===== src/rtl/instr_loader.sv =====
// rtl/instr_loader.sv - RV32I field-level instruction encoder and sequential instruction-memory loader (optional INSTR_LOADER_CHECKSUM_EN)
module instr_loader #(
    parameter int DEPTH  = 64,
    parameter int ADDR_W = 6
) (
    input  logic              clk,
    input  logic              rst,
    input  logic              start,
    input  logic              finish,
    input  logic              inValid,
    output logic              inReady,
    input  logic [2:0]        kind,
    input  logic [2:0]        f3,
    input  logic              f7,
    input  logic [4:0]        rd,
    input  logic [4:0]        rs1,
    input  logic [4:0]        rs2,
    input  logic [12:0]       imm,
    output logic              memWe,
    output logic [ADDR_W-1:0] memAddr,
    output logic [31:0]       memWdata,
    output logic [ADDR_W:0]   count,
    output logic              full,
    output logic              err,
    output logic              loaded,
    output logic [31:0]       checksum
);

    localparam logic [1:0] S_IDLE = 2'd0;
    localparam logic [1:0] S_LOAD = 2'd1;
    localparam logic [1:0] S_DONE = 2'd2;

    localparam logic [ADDR_W:0] FULL_COUNT = DEPTH[ADDR_W:0];

    logic [1:0]        state_q, state_d;
    logic [ADDR_W:0]   count_q, count_d;
    logic              err_q, err_d;
    logic              we_q, we_d;
    logic [ADDR_W-1:0] addr_q, addr_d;
    logic [31:0]       wdata_q, wdata_d;

    logic [31:0] enc_word;
    logic        kind_legal;
    logic        accept;
    logic        write_now;
    logic        unused_imm0;

    // BEQ offsets are halfword aligned, so bit 0 carries no information
    assign unused_imm0 = imm[0];

    // Pack the request fields into an RV32I word; opcodes match the core's main decoder
    always_comb begin
        enc_word   = 32'h0;
        kind_legal = 1'b1;
        case (kind)
            3'd0: enc_word = {(f7 ? 7'b0100000 : 7'b0000000), rs2, rs1, f3, rd, 7'b0110011};
            3'd1: enc_word = {imm[11:0], rs1, f3, rd, 7'b0010011};
            3'd2: enc_word = {imm[11:0], rs1, 3'b010, rd, 7'b0000011};
            3'd3: enc_word = {imm[11:5], rs2, rs1, 3'b010, imm[4:0], 7'b0100011};
            3'd4: enc_word = {imm[12], imm[10:5], rs2, rs1, 3'b000, imm[4:1], imm[11], 7'b1100011};
            default: kind_legal = 1'b0;
        endcase
    end

    assign full    = (count_q == FULL_COUNT);
    assign inReady = (state_q == S_LOAD) && !full;
    // start has priority: a request presented alongside start is dropped
    assign accept    = inValid && inReady && !start;
    assign write_now = accept && kind_legal;

    // Next-state logic: start restarts from address 0 in any state, finish only leaves LOAD
    always_comb begin
        state_d = state_q;
        count_d = count_q;
        err_d   = err_q;
        we_d    = 1'b0;
        addr_d  = addr_q;
        wdata_d = wdata_q;
        if (start) begin
            state_d = S_LOAD;
            count_d = '0;
            err_d   = 1'b0;
        end else if (state_q == S_LOAD) begin
            if (write_now) begin
                we_d    = 1'b1;
                addr_d  = count_q[ADDR_W-1:0];
                wdata_d = enc_word;
                count_d = count_q + 1'b1;
            end else if (accept) begin
                err_d = 1'b1;
            end
            if (finish) begin
                state_d = S_DONE;
            end
        end
    end

    // Registered state and write port; reset returns everything to zero in IDLE
    always_ff @(posedge clk) begin
        if (rst) begin
            state_q <= S_IDLE;
            count_q <= '0;
            err_q   <= 1'b0;
            we_q    <= 1'b0;
            addr_q  <= '0;
            wdata_q <= 32'h0;
        end else begin
            state_q <= state_d;
            count_q <= count_d;
            err_q   <= err_d;
            we_q    <= we_d;
            addr_q  <= addr_d;
            wdata_q <= wdata_d;
        end
    end

`ifdef INSTR_LOADER_CHECKSUM_EN
    logic [31:0] cks_q, cks_d;

    // Running XOR of every word written since the last start
    always_comb begin
        cks_d = cks_q;
        if (start) begin
            cks_d = 32'h0;
        end else if (write_now) begin
            cks_d = cks_q ^ enc_word;
        end
    end

    // Checksum register advances on the same edge as count
    always_ff @(posedge clk) begin
        if (rst) begin
            cks_q <= 32'h0;
        end else begin
            cks_q <= cks_d;
        end
    end

    assign checksum = cks_q;
`else
    assign checksum = 32'h0;
`endif

    assign memWe    = we_q;
    assign memAddr  = addr_q;
    assign memWdata = wdata_q;
    assign count    = count_q;
    assign err      = err_q;
    assign loaded   = (state_q == S_DONE);

endmodule


===== config.mk =====
export PLATFORM = sky130hd
export DESIGN_NAME = instr_loader
export DESIGN_NICKNAME = d
export VERILOG_FILES = /design/src/rtl/instr_loader.sv
export SDC_FILE = /design/constraint.sdc
export NUM_CORES = 1
export LEC_CHECK = 0
export ABC_AREA = 1
export BUFFER_PORTS_ARGS = -buffer_cell sky130_fd_sc_hd__buf_4
export CELL_PAD_IN_SITES_DETAIL_PLACEMENT = 0
export CELL_PAD_IN_SITES_GLOBAL_PLACEMENT = 1
export CORE_AREA = 10 10 98 100
export CTS_BUF_LIST = sky130_fd_sc_hd__clkbuf_16
export DETAILED_ROUTE_END_ITERATION = 10
export DIE_AREA = 0 0 108 110
export GPL_ROUTABILITY_DRIVEN = 0
export PLACE_DENSITY_LB_ADDON = 0.1
export SLEW_MARGIN = 0
export SYNTH_ARGS = -nofsm -noshare
export SYNTH_HDL_FRONTEND = slang
export SYNTH_SLANG_ARGS = --single-unit

===== constraint.sdc =====
create_clock -name clk -period 2.1 [get_ports clk]
set_input_delay 0.105 -clock clk [delete_from_list [all_inputs] [get_ports clk]]
set_output_delay 0.105 -clock clk [all_outputs]
set_load 0.01 [all_outputs]

==> metrics.txt, run 1 <==
# TYPE chip_impl_metric gauge
chip_impl_info{name="outcome",value="finished, final reports clean"} 1
chip_impl_metric{name="sequentialPowerShare",unit=""} 0.438
chip_impl_metric{name="post_route_cells_drive_above_1_share",unit=""} 0.2352
chip_impl_metric{name="detail_route.iter0.violations",unit=""} 61
chip_impl_metric{name="route.vias.total",unit=""} 2163
chip_impl_metric{name="totalNegativeSetupSlack",unit="ns"} 0
chip_impl_metric{name="combinational_share_of_power",unit=""} 0.118
chip_impl_info{name="reg2reg_from",value="count[0]"} 1
chip_impl_metric{name="power.share.clock",unit=""} 0.444
chip_impl_metric{name="postSynthRegisterBits",unit=""} 46
chip_impl_metric{name="worstMarginPinSlew",unit="ns"} 0.6115
chip_impl_info{name="cts_root_buf",value="clkbuf_16"} 1
chip_impl_info{name="crit_path_start_kind",value="register"} 1
chip_impl_info{name="synthDominantAreaCellType",value="dfxtp_1"} 1
chip_impl_metric{name="ctsResizeCount",unit=""} 0
chip_impl_metric{name="port_buffers",unit=""} 87
chip_impl_metric{name="initial_core_util",unit=""} 0.3117
chip_impl_metric{name="number_of_antenna_violations_at_the_first_check_in_global_routing",unit=""} 0
chip_impl_metric{name="synth-warning-count",unit=""} 0
chip_impl_metric{name="vdd_drop_max",unit="V"} 0.0004247
chip_impl_metric{name="total_leakage_power",unit="nW"} 1.629
chip_impl_info{name="mostFrequentLayoutCell",value="nand2_1"} 1
chip_impl_metric{name="clkSlewWorstSetupHoldPaths",unit="ns"} 0.07
chip_impl_metric{name="design.core.area",unit="mm2"} 0.007647
chip_impl_metric{name="cellInternalPower",unit="W"} 0.001553
chip_impl_metric{name="synth.top_cell.area_share",unit=""} 0.3864
chip_impl_metric{name="maxCapViolations",unit=""} 0
chip_impl_metric{name="die_area",unit="mm2"} 0.01188
chip_impl_metric{name="reg2reg_slack",unit="ns"} 0.33
chip_impl_metric{name="synth.cell_area",unit="mm2"} 0.002384
chip_impl_metric{name="areaGrowthSynthToFinish",unit="%"} 31.23
chip_impl_metric{name="grt_remaining_overflow",unit=""} 0
chip_impl_info{name="cts_tree",value="done"} 1
chip_impl_metric{name="postRouteWirelength",unit="mm"} 6.887
chip_impl_metric{name="final_nets",unit=""} 479
chip_impl_metric{name="first_global_vias",unit=""} 2118
chip_impl_info{name="r2r-end",value="memWdata[11]"} 1
chip_impl_info{name="criticalPathCategory",value="reg2reg"} 1
chip_impl_metric{name="holdBufCountCts",unit=""} 0
chip_impl_metric{name="sw_share",unit=""} 0.2432
chip_impl_metric{name="maxSlewViolCount",unit=""} 0
chip_impl_metric{name="fp-row-count",unit=""} 32
chip_impl_metric{name="maxSlewHeadroom",unit=""} 0.5892
chip_impl_metric{name="remaining_design_rule_violation_count",unit=""} 0
chip_impl_info{name="timing.hold.worst.start",value="rs1[2]"} 1
chip_impl_metric{name="hold_viol",unit=""} 0
chip_impl_metric{name="synthesis.instances",unit=""} 356
chip_impl_metric{name="globalRouteTotalUtil",unit=""} 0.1106
chip_impl_info{name="grt_setup_unrepaired",value="no"} 1
chip_impl_metric{name="postRouteAntennaNets",unit=""} 0
chip_impl_metric{name="worst_r2r_path_depth",unit=""} 9
chip_impl_metric{name="post_drt_via_cell_ratio",unit=""} 4.006
chip_impl_metric{name="dp.final_hpwl",unit="mm"} 5.255
chip_impl_metric{name="clock_path_buffers",unit=""} 2
chip_impl_metric{name="numClockSinks",unit=""} 46
chip_impl_info{name="min_delay_worst_endpoint",value="memWdata[17]"} 1
chip_impl_metric{name="p_sw",unit="W"} 0.0004991
chip_impl_info{name="most_used_cells_in_the_layout_excluding_fill_and_tap_cells",value="118 x nand2_1, 89 x buf_4, 51 x nor2_1, 46 x dfxtp_1, 37 x inv_1"} 1
chip_impl_metric{name="cts.htree.levels",unit=""} 2
chip_impl_info{name="end_kind",value="register"} 1
chip_impl_metric{name="cell_pwr_density",unit="mW/mm2"} 656.1
chip_impl_metric{name="num-fill-cells",unit=""} 863
chip_impl_metric{name="worst_path_maximum_fanout",unit=""} 22
chip_impl_info{name="worstHoldPathType",value="in2reg"} 1
chip_impl_metric{name="wire_length_of_the_first_global_routing_pass",unit="mm"} 10.54
chip_impl_metric{name="number_of_instances_in_the_placed_design",unit=""} 532
chip_impl_metric{name="io_pins",unit=""} 122
chip_impl_metric{name="synth.yosys.seq_area_share",unit=""} 0.3864
chip_impl_metric{name="instances_no_fill",unit=""} 540
chip_impl_metric{name="worst_clock_skew",unit="ns"} 0.005169
chip_impl_metric{name="worst-endpoint-arrival",unit="ns"} 1.99
chip_impl_metric{name="holdPathStages",unit=""} 3
chip_impl_metric{name="clk-insertion-delay-late",unit="ns"} 0.28
chip_impl_metric{name="synth.distinct_cells",unit=""} 26
chip_impl_metric{name="period_minus_slack",unit="ns"} 1.770
chip_impl_metric{name="grt_start_max_net_pins",unit=""} 40
chip_impl_metric{name="final-setup-viol-count",unit=""} 0
chip_impl_info{name="synth.area.top_cells",value="dfxtp_1 39%, nand2_1 19%, buf_4 11%"} 1
chip_impl_metric{name="cp_data_required_time",unit="ns"} 2.32
chip_impl_metric{name="wl_per_cell",unit="um"} 12.75
chip_impl_metric{name="highest_clock_frequency_the_design_can_meet",unit="MHz"} 564.9
chip_impl_metric{name="cts_made_buffers",unit=""} 5
chip_impl_metric{name="dieWidth",unit="um"} 108
chip_impl_metric{name="post_syn_area_per_cell",unit="um2"} 6.695
chip_impl_metric{name="antenna-diode-count",unit=""} 0
chip_impl_metric{name="final_min_period_over_clock_period",unit=""} 0.8430
chip_impl_metric{name="cts_setup_buffers",unit=""} 0
chip_impl_metric{name="die_height",unit="um"} 110
chip_impl_metric{name="drt_pass1_iterations",unit=""} 4
## metrics by stage
step / instance area [um2] / util / total power (W) / hold slack (ns) / worst slack [ns]
6_report: 3128 / 0.4090 / 0.002052 / 0.04118 / 0.3297
5_1_grt: 3128 / 0.4090 / 0.002157 / 0.05004 / 0.03612
4_1_cts: 3128 / 0.4090 / 0.002093 / 0.03669 / 0.2968
3_5_place_dp: 2959 / 0.3869 / 0.001163 / 0.3333 / 0.3164
3_3_place_gp: 2959 / 0.3869 / 0.001164 / 0.3262 / 0.3640
2_1_floorplan: 2507 / - / 0.001101 / 0.2224 / 0.5738
## synth_stat cells
master and number:
nor2_1 51, nor2_2 1, nand3_1 3, nor2_4 1, o21ai_1 1, dfxtp_1 46, o21ai_0 6, o21a_1 2
clkinv_1 1, inv_1 37, conb_1 1, ha_1 2, buf_2 5, xor2_1 3, o211ai_1 1, nand2_1 118
xnor2_1 2, nand3_2 2, inv_2 1, buf_6 3, nand4_2 1, nor3_1 1, o31ai_1 1, clkbuf_1 4
buf_4 36, a21oi_1 26
## per-layer routing
metal,vias up,GRT usage,share of wire
met5,-,0,0
met4,0,0.03149,0.0093
met3,4,0.03540,0.081
met2,77,0.1810,0.48
met1,922,0.1364,0.43
li1,1160,-,-
## worst max-delay path, cell delays in order, from the launching register on
cell and delay [ns]:
dfxtp_1 0.42, inv_1 0.09, ha_1 0.20, nand2_1 0.06
inv_1 0.04, nand3_2 0.09, nand3_2 0.12, nor2_4 0.43
nand2_1 0.11, a21oi_1 0.15
## state kept, by name, indices dropped and copies added, names as in the netlist
| name | cells |
|---|---|
| err | 1 |
| memWdata | 29 |
| state_q | 2 |
| memAddr | 6 |
| memWe | 1 |
| count | 7 |
## power by group through the flow
stage | clock [W] | combinational (W) | sequential [W]
floorplan | 0 | 0.000176 | 0.000925
global placement | 0 | 0.000246 | 0.000918
detailed placement | 0 | 0.000244 | 0.000919
CTS | 0.000949 | 0.000245 | 0.000898
global route | 0.000979 | 0.000277 | 0.000900
finish | 0.000911 | 0.000243 | 0.000898
## cells by family after synthesis
logic type               count (synthesis)  synth area share
flip-flops                              46            0.3864
other                                    1          0.001573
buffers and inverters                   87            0.2058
XOR/XNOR                                 5           0.01838
AND/OR/NAND/NOR                        178            0.2955
adder cells (fa/ha/maj)                  2           0.01050
AO/OA/AOI/OAI                           37           0.08189
## layout make-up
cell class,count,area [um2],share of cell area
clock buffer,5,125.1,0.04000
sequential,46,920.9,0.2944
clock inverter,3,43.79,0.01400
timing repair buffer,89,668.1,0.2136
tap,102,127.6,0.04080
inverter,39,146.4,0.04680
multi-input combinational,256,1096,0.3504
## how the worst max path moves through the flow
| stage | from | end |
|---|---|---|
| 2_1_floorplan | count[0] | memWdata[7] |
| 3_3_place_gp | count[1] | memAddr[0] |
| 3_5_place_dp | count[0] | memAddr[1] |
| 4_1_cts | count[0] | memWdata[11] |
| 5_1_grt | count[0] | count[3] |
| 6_report | count[0] | memWdata[11] |
Power figures use the tool's default switching activity.
==> run 2, diff against run 1 <==
CORE_AREA = 10 10 105 107   (was 10 10 98 100)
DIE_AREA = 0 0 115 117   (was 0 0 108 110)
clock period = 1.5 ns   (was 2.1 ns; I/O delays follow)
==> metrics.txt, run 2 (synthesis results as in run 1) <==
# TYPE chip_impl_metric gauge
chip_impl_info{name="outcome",value="finished, violations left"} 1
chip_impl_info{name="failing_checks",value="setup timing"} 1
chip_impl_info{name="r2r-end",value="count[2]"} 1
chip_impl_metric{name="final-setup-viol-count",unit=""} 13
chip_impl_metric{name="final_nets",unit=""} 495
chip_impl_metric{name="postRouteWirelength",unit="mm"} 7.697
chip_impl_metric{name="grt_use_met1",unit=""} 0.1177
chip_impl_info{name="criticalPathCategory",value="reg2reg"} 1
chip_impl_metric{name="grt_remaining_overflow",unit=""} 0
chip_impl_metric{name="path_buf_inv",unit=""} 3
chip_impl_metric{name="design.core.area",unit="mm2"} 0.009021
chip_impl_metric{name="num-fill-cells",unit=""} 1002
chip_impl_metric{name="fp-row-count",unit=""} 35
chip_impl_metric{name="globalRouteTotalUtil",unit=""} 0.1033
chip_impl_metric{name="clkSlewWorstSetupHoldPaths",unit="ns"} 0.06
chip_impl_metric{name="multi_input_comb_area",unit="mm2"} 0.001209
chip_impl_info{name="busiest_layer",value="met2"} 1
chip_impl_metric{name="area_used_by_sequential_logic_in_the_layout",unit="um2"} 923.4
chip_impl_metric{name="final_min_period_over_clock_period",unit=""} 1.021
chip_impl_metric{name="globalRouteMet3Util",unit=""} 0.04281
chip_impl_metric{name="maxCapViolations",unit=""} 0
chip_impl_metric{name="drt_pass1_iterations",unit=""} 4
chip_impl_metric{name="number_of_antenna_violations_at_the_first_check_in_global_routing",unit=""} 0
chip_impl_metric{name="totalNegativeSetupSlack",unit="ns"} -0.2204
chip_impl_info{name="crit_path_top_delay_cell",value="dfxtp_2"} 1
chip_impl_metric{name="io_pins",unit=""} 122
chip_impl_metric{name="remaining_design_rule_violation_count",unit=""} 0
chip_impl_metric{name="power.share.clock",unit=""} 0.429
chip_impl_info{name="most_used_cells_in_the_layout_excluding_fill_and_tap_cells",value="109 x nand2_1, 98 x buf_4, 49 x nor2_1, 44 x dfxtp_1, 36 x inv_1"} 1
chip_impl_metric{name="flip_flop_count_of_the_largest_register_all_copies_and_words_added",unit=""} 29
chip_impl_metric{name="total_leakage_power",unit="nW"} 1.789
chip_impl_metric{name="detail_route.iter0.violations",unit=""} 78
chip_impl_metric{name="worst_r2r_path_depth",unit=""} 10
chip_impl_metric{name="cts.htree.levels",unit=""} 2
chip_impl_metric{name="initial_core_util",unit=""} 0.2642
chip_impl_info{name="timing.hold.worst.start",value="rs1[3]"} 1
chip_impl_metric{name="first_global_vias",unit=""} 2293
chip_impl_metric{name="postRouteAntennaNets",unit=""} 0
chip_impl_metric{name="areaGrowthSynthToFinish",unit="%"} 44.88
chip_impl_metric{name="grt_start_max_net_pins",unit=""} 46
chip_impl_metric{name="maxSlewHeadroom",unit=""} 0.6532
chip_impl_info{name="crit_path_cell_trace",value="inv_2 > ha_4 > nand2_2 > inv_2 > nand3_4 > nand3_4 > nor2_4 > clkbuf_16 > nand2_1 > a21oi_1"} 1
chip_impl_metric{name="wire_length_of_the_first_global_routing_pass",unit="mm"} 11.18
chip_impl_metric{name="clk-insertion-delay-late",unit="ns"} 0.28
chip_impl_metric{name="sequentialPowerShare",unit=""} 0.437
chip_impl_metric{name="antenna-diode-count",unit=""} 0
chip_impl_metric{name="holdBufCountCts",unit=""} 0
chip_impl_metric{name="cell_pwr_density",unit="mW/mm2"} 834.5
chip_impl_metric{name="clock_path_buffers",unit=""} 2
chip_impl_metric{name="dieWidth",unit="um"} 115
chip_impl_metric{name="cp_data_required_time",unit="ns"} 1.71
chip_impl_metric{name="crit_path_max_incr_delay",unit="ns"} 0.34
chip_impl_metric{name="combinational_share_of_power",unit=""} 0.135
chip_impl_metric{name="holdPathStages",unit=""} 3
chip_impl_info{name="mostFrequentLayoutCell",value="nand2_1"} 1
chip_impl_info{name="grt_setup_unrepaired",value="yes"} 1
chip_impl_metric{name="worstMarginPinSlew",unit="ns"} 0.5197
chip_impl_metric{name="overall_power",unit="W"} 0.002882
chip_impl_info{name="cts_root_buf",value="clkbuf_16"} 1
chip_impl_metric{name="highest_clock_frequency_the_design_can_meet",unit="MHz"} 652.9
chip_impl_metric{name="dp.final_hpwl",unit="mm"} 5.629
chip_impl_metric{name="grt.met2_usage",unit=""} 0.1745
chip_impl_metric{name="post_drt_via_cell_ratio",unit=""} 4.129
chip_impl_info{name="reg2reg_from",value="count[0]"} 1
chip_impl_info{name="crit_path_start_kind",value="register"} 1
chip_impl_metric{name="maxSlewViolCount",unit=""} 0
chip_impl_info{name="worstHoldPathType",value="in2reg"} 1
chip_impl_metric{name="sw_share",unit=""} 0.2410
chip_impl_metric{name="worst_path_maximum_fanout",unit=""} 6
chip_impl_metric{name="p_sw",unit="W"} 0.0006945
chip_impl_metric{name="cellInternalPower",unit="W"} 0.002187
chip_impl_metric{name="post-route-util",unit=""} 0.3828
chip_impl_metric{name="route.vias.total",unit=""} 2333
chip_impl_metric{name="port_buffers",unit=""} 87
chip_impl_info{name="critPathTopFamily",value="simple AND/OR/NAND/NOR gates"} 1
chip_impl_metric{name="hold-worst-slack",unit="ns"} 0.01168
chip_impl_metric{name="wl_per_cell",unit="um"} 13.62
chip_impl_metric{name="numClockSinks",unit=""} 46
chip_impl_metric{name="worst_clock_skew",unit="ns"} 0.006867
chip_impl_metric{name="cts_made_buffers",unit=""} 5
chip_impl_metric{name="reg2reg_slack",unit="ns"} -0.03
chip_impl_info{name="end_kind",value="register"} 1
chip_impl_metric{name="dp_worst_setup_slack",unit="ns"} 0.06320
chip_impl_metric{name="worst-endpoint-arrival",unit="ns"} 1.74
chip_impl_metric{name="period_minus_slack",unit="ns"} 1.532
chip_impl_metric{name="post_route_cells_drive_above_1_share",unit=""} 0.3150
chip_impl_metric{name="die_area",unit="mm2"} 0.01346
chip_impl_info{name="min_delay_worst_endpoint",value="memWdata[18]"} 1
chip_impl_info{name="cts_tree",value="done"} 1
chip_impl_metric{name="hold_viol",unit=""} 0
chip_impl_metric{name="vdd_drop_max",unit="V"} 0.0006194
chip_impl_metric{name="die_height",unit="um"} 117
chip_impl_metric{name="postLayoutSetupSlackWorst",unit="ns"} -0.03170
==> run 2: what timing repair did <==
item | 4_1_cts | 5_1_grt
resized for setup | 0 | 34
endpoints found under the setup margin | 0 | 42
buffers inserted | 0 | 1
==> run 2: per-stage QoR <==
| stage | area (um2) | instances |
|---|---|---|
| CTS | 3242 | 560 |
| global route | 3453 | 565 |
| detailed placement | 3079 | 552 |
| floorplan | 2509 | 389 |
| finish | 3453 | 565 |
| global placement | 3079 | 552 |
==> run 2: tightest hold or removal path: cells and delay by family <==
| family | cells | cell delay (ns) |
|---|---|---|
| AND/OR/NAND/NOR | 2 | 0.11 |
| buffers and inverters | 1 | 0.08 |
==> run 2: final cells by class <==
cell class | count | area share
multi-input cells | 256 | 0.3500
flip-flops and latches | 46 | 0.2674
repair buffers | 105 | 0.2529
inverters | 39 | 0.04239
well taps | 111 | 0.04022
clock buffers | 5 | 0.03623
clock inverters | 3 | 0.01087
==> run 2: worst max path at each step <==
stage             start            to  slack, ns  cells after the start
2_1_floorplan  count[1]   memWdata[7]       0.01                     10
3_3_place_gp   count[0]      count[5]       0.10                     10
3_5_place_dp   count[0]      count[0]       0.06                     10
4_1_cts        count[0]  memWdata[11]       0.03                      9
5_1_grt        count[0]      count[3]      -0.12                     10
6_report       count[0]      count[2]      -0.03                     10
==> run 2: layer usage <==
metal	wire length (um)	vias to the layer above	share of wire
met1	3165	1049	0.41
li1	-	1198	-
met3	687	6	0.089
met4	77	0	0.010
met5	0	-	0
met2	3768	80	0.49
==> run 2: power groups by stage <==
stage / Sequential (W) / Clock (W) / Combinational, W
finish: 0.00126 / 0.00124 / 0.000388
global route: 0.00126 / 0.00132 / 0.000439
CTS: 0.00126 / 0.00127 / 0.000360
detailed placement: 0.00129 / 0 / 0.000360
global placement: 0.00129 / 0 / 0.000360
floorplan: 0.00129 / 0 / 0.000247
